==> config.mk <==
export PLATFORM = sky130hd
export DESIGN_NAME = vwi_rx_decoder
export DESIGN_NICKNAME = d
export VERILOG_FILES = /design/src/rtl/vwi_rx_decoder.sv
export SDC_FILE = /design/constraint.sdc
export NUM_CORES = 1
export LEC_CHECK = 0
export CAP_MARGIN = 10
export CORE_MARGIN = 2
export CORE_UTILIZATION = 53
export CTS_CLUSTER_SIZE = 40
export DETAILED_ROUTE_END_ITERATION = 16
export PLACE_DENSITY = 0.86
export SLEW_MARGIN = 10
export SYNTH_ARGS = -nofsm -noshare
export SYNTH_HDL_FRONTEND = slang
export SYNTH_SLANG_ARGS = --single-unit
==> constraint.sdc <==
create_clock -name d2d_sb_clk -period 6.2 [get_ports d2d_sb_clk]
set_input_delay 1.86 -clock d2d_sb_clk [delete_from_list [all_inputs] [get_ports d2d_sb_clk]]
set_output_delay 1.86 -clock d2d_sb_clk [all_outputs]
set_load 0.01 [all_outputs]
==> src/rtl/vwi_rx_decoder.sv <==
// Receive endpoint of the virtual-wire sideband channel: rebuilds the far die's
// wire vector from chunked UPDATE/SYNC messages, falling back to straps when the link is down.
module vwi_rx_decoder #(
    parameter int V_WIRES    = 64,
    parameter int CHUNK_W    = 16,
    parameter int NUM_CHUNKS = V_WIRES / CHUNK_W,
    parameter int IDX_W      = (NUM_CHUNKS > 1) ? $clog2(NUM_CHUNKS) : 1,
    parameter int SEQ_W      = 4
) (
    input  logic               d2d_sb_clk,
    input  logic               d2d_sb_rst,
    input  logic               ip_ready,
    input  logic [V_WIRES-1:0] strap_default_wires_out,
    input  logic               msg_valid,
    output logic               msg_ready,
    input  logic [1:0]         msg_opcode,
    input  logic [IDX_W-1:0]   msg_chunk_idx,
    input  logic [CHUNK_W-1:0] msg_data,
    input  logic [SEQ_W-1:0]   msg_seq,
    output logic [V_WIRES-1:0] async_virt_out,
    output logic               ack_valid,
    output logic [SEQ_W-1:0]   ack_seq,
    output logic               resync_req,
    output logic               seq_err,
    output logic               bad_msg
);

    typedef enum logic [1:0] {ST_IDLE, ST_SYNC, ST_ACTIVE} state_e;

    localparam logic [1:0] OP_UPDATE = 2'b00;
    localparam logic [1:0] OP_SYNC   = 2'b01;

    state_e                state_q, state_d;
    logic [V_WIRES-1:0]    virt_q, virt_d;
    logic [V_WIRES-1:0]    shadow_q, shadow_d;
    logic [NUM_CHUNKS-1:0] bitmap_q, bitmap_d;
    logic [SEQ_W-1:0]      exp_seq_q, exp_seq_d;
    logic                  ack_valid_q, ack_valid_d;
    logic [SEQ_W-1:0]      ack_seq_q, ack_seq_d;
    logic                  resync_req_q, resync_req_d;
    logic                  seq_err_q, seq_err_d;
    logic                  bad_msg_q, bad_msg_d;

    logic                  accept;
    logic                  illegal;
    int unsigned           chunk_lsb;

    assign msg_ready = (state_q != ST_IDLE);
    assign accept    = msg_valid & msg_ready;
    assign illegal   = (32'(msg_chunk_idx) >= NUM_CHUNKS) ||
                       (msg_opcode != OP_UPDATE && msg_opcode != OP_SYNC);
    assign chunk_lsb = 32'(msg_chunk_idx) * CHUNK_W;

    always_comb begin
        state_d     = state_q;
        virt_d      = virt_q;
        shadow_d    = shadow_q;
        bitmap_d    = bitmap_q;
        exp_seq_d   = exp_seq_q;
        ack_valid_d = 1'b0;
        ack_seq_d   = ack_seq_q;
        seq_err_d   = 1'b0;
        bad_msg_d   = 1'b0;

        if (state_q == ST_IDLE) begin
            virt_d   = strap_default_wires_out;
            bitmap_d = '0;
            if (ip_ready) state_d = ST_SYNC;
        end else if (!ip_ready) begin
            // link loss outranks any message accepted in the same cycle
            state_d  = ST_IDLE;
            virt_d   = strap_default_wires_out;
            bitmap_d = '0;
        end else if (accept) begin
            if (illegal) begin
                bad_msg_d = 1'b1;
            end else if (msg_opcode == OP_UPDATE) begin
                if (state_q == ST_SYNC) begin
                    bad_msg_d = 1'b1;
                end else if (msg_seq == exp_seq_q) begin
                    virt_d[chunk_lsb +: CHUNK_W] = msg_data;
                    ack_valid_d = 1'b1;
                    ack_seq_d   = msg_seq;
                    exp_seq_d   = exp_seq_q + 1'b1;
                end else begin
                    seq_err_d = 1'b1;
                    state_d   = ST_SYNC;
                    bitmap_d  = '0;
                end
            end else begin
                // SYNC from ACTIVE restarts collection with this chunk as the first one
                if (state_q == ST_ACTIVE) bitmap_d = '0;
                shadow_d[chunk_lsb +: CHUNK_W] = msg_data;
                bitmap_d[msg_chunk_idx]        = 1'b1;
                state_d                        = ST_SYNC;
                if (&bitmap_d) begin
                    virt_d    = shadow_d;
                    exp_seq_d = '0;
                    bitmap_d  = '0;
                    state_d   = ST_ACTIVE;
                end
            end
        end

        resync_req_d = (state_d == ST_SYNC);
    end

    always_ff @(posedge d2d_sb_clk) begin
        if (d2d_sb_rst) begin
            state_q      <= ST_IDLE;
            virt_q       <= strap_default_wires_out;
            shadow_q     <= '0;
            bitmap_q     <= '0;
            exp_seq_q    <= '0;
            ack_valid_q  <= 1'b0;
            ack_seq_q    <= '0;
            resync_req_q <= 1'b0;
            seq_err_q    <= 1'b0;
            bad_msg_q    <= 1'b0;
        end else begin
            state_q      <= state_d;
            virt_q       <= virt_d;
            shadow_q     <= shadow_d;
            bitmap_q     <= bitmap_d;
            exp_seq_q    <= exp_seq_d;
            ack_valid_q  <= ack_valid_d;
            ack_seq_q    <= ack_seq_d;
            resync_req_q <= resync_req_d;
            seq_err_q    <= seq_err_d;
            bad_msg_q    <= bad_msg_d;
        end
    end

    assign async_virt_out = virt_q;
    assign ack_valid      = ack_valid_q;
    assign ack_seq        = ack_seq_q;
    assign resync_req     = resync_req_q;
    assign seq_err        = seq_err_q;
    assign bad_msg        = bad_msg_q;

endmodule

==> results.txt, run 1 <==
Result of the run: complete, no violations
Pint: 1891 uW
Number of max-slew violations in the final report: 0
Final weighted congestion of routability-driven global placement: 0.8476
Final period utilization: 72.67%
Most common cell after layout, fill and taps aside: nor2_1
Final TNS setup: 0 ns
Hold slack final: 0.4907 ns
Syn nets: 743
Combinational group share of total power: 10.9%
Busiest layer in global routing: met2
Core utilization of the finished layout: 73.00%
Mean instance size in the synthesized netlist: 10.01 um^2
Die span in x: 114.2 um
Kind of launch point of the worst setup path: primary input
M3 GR Usage: 6.617%
DRC errors left: 0
Synth Area in Compound Gates: 19.53%
Async set-reset flop share out of synthesis: 0%
Library cells used by synthesis: 50
PortBufs: 164
Slew at the pin with the worst max-slew slack: 1.132 ns
Max capacitance violation total: 0
Final setup fails: 0
Most used DFF post-synth: dfxtp_1
Clock network power share: 45.4%
Portion of synthesized cell area occupied by the leading cell type: 29.85%
Number of flops mapped to enable cells by yosys: 64
GRT Resource Usage Total: 28.45%
Placement row count: 40
Global routing met1 resource utilization: 35.09%
Combinational family with the most area after synthesis: compound AO/OA/AOI/OAI gates
Number of design-rule violations left by the first detailed-router iteration: 666
Number of antenna violations at the first check in global routing: 0
Adder and majority gate portion of the synthesized area: 1.555%
Area of the mapped netlist: 6439 um^2
Psw: 521.7 uW
Dominant cell type by area after synthesis: edfxtp_1
Leading cell types by total area after synthesis: edfxtp_1 30%, dfxtp_1 25%, nor2_1 12%, a221oi_1 8.8%, a22oi_1 6.3%
Initial core utilization: 54.05%
Post-CTS Hold Fix Bufs: 0
Critical Path AT: 4.85 ns
Post-Route WL: 18480 um
Vias: 5731
HPWL after detailed placement: 12180 um
Worst slack at placement: 1.311 ns
Clk sink count: 146
Highest attainable clock frequency: 221.9 MHz
Maximum number of pins on one net before global-route repair: 73
Area enclosed by the die boundary: 13050 um^2
Req. time, crit path: 6.54 ns
Worst voltage drop across the vdd grid: 0.1741 mV
Post-layout min period: 4.506 ns
Critical-path maximum fanout: 12
Ports placed on the boundary: 165
Launch point of the worst hold path: bitmap_q[1]$_SDFFE_PP0P_
Simple-gate area share of the yosys netlist: 17.37%
Placeable core area: 11910 um^2
Reg-to-reg startpoint: state_q[1]$_SDFF_PP0_
# Post-CTS Setup Buffers: 0
Max transition margin: 24.44%
Part of the power in registers: 43.7%
Startpoint-to-endpoint class of the critical path: in2reg
Number of failing hold endpoints at the final stage: 0
Switching power share of the total: 21.62%
Final Skew: 0.008959 ns
Pwr dens: 277.5 nW/um^2
Worst-case register-to-register setup slack: 3.25 ns
Detail-routed via count per cell: 6.156
Launching element of the worst setup path: msg_chunk_idx[0]
Xor/xnor share of the synthesized area: 0.8162%
Chip height: 114.2 um
Total of flip-flops plus latches after synthesis: 146
Synthesis-to-layout area growth: 35.06%
Part of the Yosys area used for sequential elements: 55.34%
Clock Tree Root: clkbuf_16
Static leakage power: 0.003173 uW
Number of instances in the synthesized netlist: 643
Resize count post-CTS: 0
TritonCTS clock tree: built
First-pass GRT wire length: 28790 um
Number of diodes: 0
Minimum setup slack in the final design: 1.694 ns
Worst Hold Class: reg2reg
Final net count: 871
Fraction of layout instances using a drive strength above 1: 7.781%
Met2 demand-to-capacity share in global routing: 45.95%
Vias in the first global route: 5612
First-pass DRT Iterations: 6
Later-pin clock latency in the skew report: 0.42 ns
Antenna Nets Post-Route: 0
Clock transition at the registers of the reported paths: 0.05 ns
Count of H-tree levels built during CTS: 4
Proportion of synthesized area in mux cells: 0.6218%
Maximum clock path buffer count: 2
Total number of yosys warnings: 0
Inserted Clock Buffers: 17
Commonest cells after routing, fill and taps aside: 209 x nor2_1, 163 x clkdlybuf4s50_1, 82 x dfxtp_1
Unrepaired setup endpoints after global routing: no
Type of element capturing the critical path: flop
GR Overflow Total: 0
Post-DR wirelength/cell: 19.85 um
## synthesized netlist by cell type (5+ instances only)
library cell,instances
and2_1,6
nand2_1,9
clkbuf_1,33
buf_1,6
edfxtp_1,64
buf_2,15
clkbuf_2,5
xnor2_1,5
nor2_1,209
nor2b_1,5
a22oi_2,10
o21ai_0,6
nor3_1,6
inv_1,5
ha_1,8
a221oi_1,65
dfxtp_1,82
a22oi_1,54
## critical path, cell delays in order
cell	delay, ns
clkdlybuf4s50_1	0.62
inv_1	0.15
ha_1	0.38
and4bb_2	0.40
nor2b_1	0.69
and2_1	0.50
a22oi_1	0.13
nor2_1	0.11
## path summary, 6_finish.rpt
check | endpoint | cells after the start
worst max-delay path | shadow_q[54]$_SDFFE_PP0P_ | 8
worst min-delay path | bitmap_q[1]$_SDFFE_PP0P_ | 1
worst max register to register | async_virt_out[42]$_DFFE_PP_ | 5
worst min register to register | bitmap_q[1]$_SDFFE_PP0P_ | 1
## power groups by stage
| stage | clock network, uW | logic [uW] | registers, uW |
|---|---|---|---|
| floorplan | 0 | 84.2 | 1090 |
| global placement | 0 | 252 | 1070 |
| detailed placement | 0 | 260 | 1070 |
| CTS | 1100 | 262 | 1050 |
| global route | 1140 | 280 | 1060 |
| finish | 1100 | 263 | 1050 |
## sequential cells by signal, indices dropped and copies added, names as in the netlist
signal          cells
exp_seq_q           4
ack_valid           1
async_virt_out     64
bad_msg             1
ack_seq             4
shadow_q           64
resync_req          1
seq_err             1
state_q             2
bitmap_q            4
## area by class of cell
class	instances	area [um^2]
Sequential cell	146	3563
Fill cell	808	3216
Multi-Input combinational cell	429	2587
Timing Repair Buffer	172	1697
Clock buffer	24	524.3
Tap cell	147	183.9
Clock inverter	8	121.4
Inverter	5	18.77
## per-layer routing
layer | up-vias | routed length, um
li1 | 2610 | -
met1 | 2725 | 7192
met2 | 336 | 8875
met3 | 60 | 1651
met4 | 0 | 760
met5 | - | 0
## through the flow
step | total power (uW) | instances | instance area [um^2]
6_report | 2413 | 931 | 8696
5_1_grt | 2480 | 931 | 8696
4_1_cts | 2413 | 931 | 8696
3_5_place_dp | 1334 | 899 | 8050
3_3_place_gp | 1325 | 899 | 8050
2_1_floorplan | 1178 | 643 | 6439
## cell families after synthesis
group | count (synthesis)
buffers and inverters | 68
AND/OR/NAND/NOR | 260
AO/OA/AOI/OAI | 151
multiplexers | 4
XOR/XNOR | 6
flip-flops | 146
adder cells (fa/ha/maj) | 8
(Power assumes the default switching activity.)
==> run 2, diff against run 1 <==
--- a/config.mk
+++ b/config.mk
@@ -7,10 +7,10 @@
 export LEC_CHECK = 0
 export CAP_MARGIN = 10
 export CORE_MARGIN = 2
-export CORE_UTILIZATION = 53
+export CORE_UTILIZATION = 49
 export CTS_CLUSTER_SIZE = 40
 export DETAILED_ROUTE_END_ITERATION = 16
-export PLACE_DENSITY = 0.86
+export PLACE_DENSITY = 0.8
 export SLEW_MARGIN = 10
 export SYNTH_ARGS = -nofsm -noshare
 export SYNTH_HDL_FRONTEND = slang
==> constraint.sdc (replaced) <==
create_clock -name d2d_sb_clk -period 4.6 [get_ports d2d_sb_clk]
set_input_delay 1.38 -clock d2d_sb_clk [delete_from_list [all_inputs] [get_ports d2d_sb_clk]]
set_output_delay 1.38 -clock d2d_sb_clk [all_outputs]
set_load 0.01 [all_outputs]
==> run 2 against run 1 <==
  * Register-to-register slack worse by 1.0 ns
  * Sequential power up 35%
  * Sequential cell count stayed put
  * Utilization fell by 4.6 points
  * Power increased by 29%
  * Sequential share of layout area about the same
  * Critical path depth grew 1
==> results.txt, run 2 (same netlist as run 1, synthesis figures left out) <==
Final period utilization: 84.55%
Worst-case register-to-register setup slack: 2.23 ns (was 3.25 ns)
Commonest cells after routing, fill and taps aside: 209 x nor2_1, 163 x clkdlybuf4s50_1, 82 x dfxtp_1 (unchanged)
Worst voltage drop across the vdd grid: 0.2160 mV (was 0.1741 mV)
Vias: 5648 (was 5731)
Critical Path AT: 4.00 ns (was 4.85 ns)
M3 GR Usage: 7.046% (was 6.617%)
Number of antenna violations at the first check in global routing: 0 (unchanged)
Highest attainable clock frequency: 257.1 MHz
Global routing met1 resource utilization: 34.18% (was 35.09%)
Number of diodes: 0 (unchanged)
Count of cells along the worst register-to-register path: 6 (was 5)
Post-layout min period: 3.889 ns
GRT Resource Usage Total: 25.44% (was 28.45%)
Final net count: 875 (was 871)
Resize count post-CTS: 0 (unchanged)
Post-DR wirelength/cell: 18.59 um (was 19.85 um)
Placement row count: 41 (was 40)
Inserted Clock Buffers: 17 (unchanged)
Maximum number of pins on one net before global-route repair: 73 (unchanged)
Post-CTS Hold Fix Bufs: 0 (unchanged)
Worst-case hold path end point: bitmap_q[1]$_SDFFE_PP0P_ (unchanged)
Cell count after placement: 928 (was 899)
Result of the run: complete, no violations (unchanged)
Number of max-slew violations in the final report: 0 (unchanged)
Worst r2r dst: async_virt_out[30]$_DFFE_PP_ (was async_virt_out[42]$_DFFE_PP_)
Final Skew: 0.005737 ns (was 0.008959 ns)
First-pass GRT wire length: 28320 um (was 28790 um)
Static leakage power: 0.003169 uW (was 0.003173 uW)
Minimum setup slack in the final design: 0.7107 ns (was 1.694 ns)
Max transition margin: 28.41% (was 24.44%)
Kind of launch point of the worst setup path: primary input (unchanged)
Startpoint-to-endpoint class of the critical path: in2reg (unchanged)
Synthesis-to-layout area growth: 35.10% (was 35.06%)
DRC errors left: 0 (unchanged)
Worst Hold Class: reg2reg (unchanged)
GR Overflow Total: 0 (unchanged)
Final standard cell count with taps included and fillers excluded: 960 (was 931)
Met2 demand-to-capacity share in global routing: 39.44% (was 45.95%)
PortBufs: 164 (unchanged)
# Post-CTS Setup Buffers: 0 (unchanged)
Number of failing hold endpoints at the final stage: 0 (unchanged)
Max capacitance violation total: 0 (unchanged)
Maximum clock path buffer count: 2 (unchanged)
Most common cell after layout, fill and taps aside: nor2_1 (unchanged)
Chip height: 118.6 um (was 114.2 um)
Clk sink count: 146 (unchanged)
Placeable core area: 12720 um^2 (was 11910 um^2)
First-pass DRT Iterations: 5 (was 6)
Final weighted congestion of routability-driven global placement: 0.8395 (was 0.8476)
Later-pin clock latency in the skew report: 0.42 ns (about the same)
Final TNS setup: 0 ns (unchanged)
Detail-routed via count per cell: 5.883 (was 6.156)
Antenna Nets Post-Route: 0 (unchanged)
Post-Route WL: 17850 um (was 18480 um)
Final setup fails: 0 (unchanged)
TritonCTS clock tree: built (unchanged)
Type of element capturing the critical path: flop (unchanged)
Clock Tree Root: clkbuf_16 (unchanged)
Launching element of the worst setup path: msg_chunk_idx[0] (unchanged)
Area enclosed by the die boundary: 14070 um^2 (was 13050 um^2)
Critical-path maximum fanout: 16 (was 12)
Initial core utilization: 50.61% (was 54.05%)
Worst slack at placement: 0.3647 ns (was 1.311 ns)
Number of design-rule violations left by the first detailed-router iteration: 558 (was 666)
Req. time, crit path: 4.71 ns (was 6.54 ns)
Count of H-tree levels built during CTS: 4 (unchanged)
Launch point of the worst hold path: bitmap_q[1]$_SDFFE_PP0P_ (unchanged)
Ports placed on the boundary: 165 (unchanged)
Busiest layer in global routing: met2 (unchanged)
Fraction of layout instances using a drive strength above 1: 8.249% (was 7.781%)
Reg-to-reg startpoint: state_q[0]$_SDFF_PP0_ (was state_q[1]$_SDFF_PP0_)
Pwr dens: 358.7 nW/um^2 (was 277.5 nW/um^2)
Cell depth of the worst min-delay path: 1 (unchanged)
Unrepaired setup endpoints after global routing: no (unchanged)
Slew at the pin with the worst max-slew slack: 1.070 ns (was 1.132 ns)
Vias in the first global route: 5429 (was 5612)
Clock transition at the registers of the reported paths: 0.06 ns (was 0.05 ns)
Die span in x: 118.6 um (was 114.2 um)
Core utilization of the finished layout: 68.37% (was 73.00%)
HPWL after detailed placement: 12150 um (was 12180 um)
-- run 2: how the worst max path moves through the flow --
stage,endpoint,cells past startpoint
after global routing,async_virt_out[17]$_DFFE_PP_,9
after detailed placement,async_virt_out[27]$_DFFE_PP_,9
final,async_virt_out[30]$_DFFE_PP_,9
after global placement,async_virt_out[27]$_DFFE_PP_,9
after floorplan,async_virt_out[0]$_DFFE_PP_,7
after CTS,async_virt_out[17]$_DFFE_PP_,9
-- run 2: critical path: stages --
cell and delay (ns):
clkdlybuf4s50_1 0.55, inv_1 0.19, ha_1 0.29, o22ai_1 0.12
a21o_1 0.22, nor4_1 0.41, a41oi_1 0.25, o21ai_1 0.31
buf_4 0.27
-- run 2: metrics by stage --
stage	total power (uW)	hold slack, ns	cell area (um^2)
after floorplan	1587	0.4497	6439
after global placement	1794	0.4689	8112
after detailed placement	1801	0.4760	8112
after CTS	3134	0.4892	8698
after global routing	3212	0.5212	8698
final	3120	0.4908	8698
-- run 2: layout make-up --
class	instances	area [um^2]
Tap cell	172	215.2
Timing Repair Buffer	176	1727
Sequential cell	146	3563
Inverter	5	18.77
Fill cell	992	4024
Clock buffer	23	510.5
Clock inverter	9	76.32
Multi-Input combinational cell	429	2587
-- run 2: power by group --
part / internal (uW) / switching, uW
Sequential: 1410 / 14.5
Clock: 832 / 512
Combinational: 184 / 171
-- run 2: layer usage --
layer	part of all wire, %	wire length [um]
met1	41	7397
met5	0	0
met4	2.2	401
met2	47	8380
met3	9.3	1667
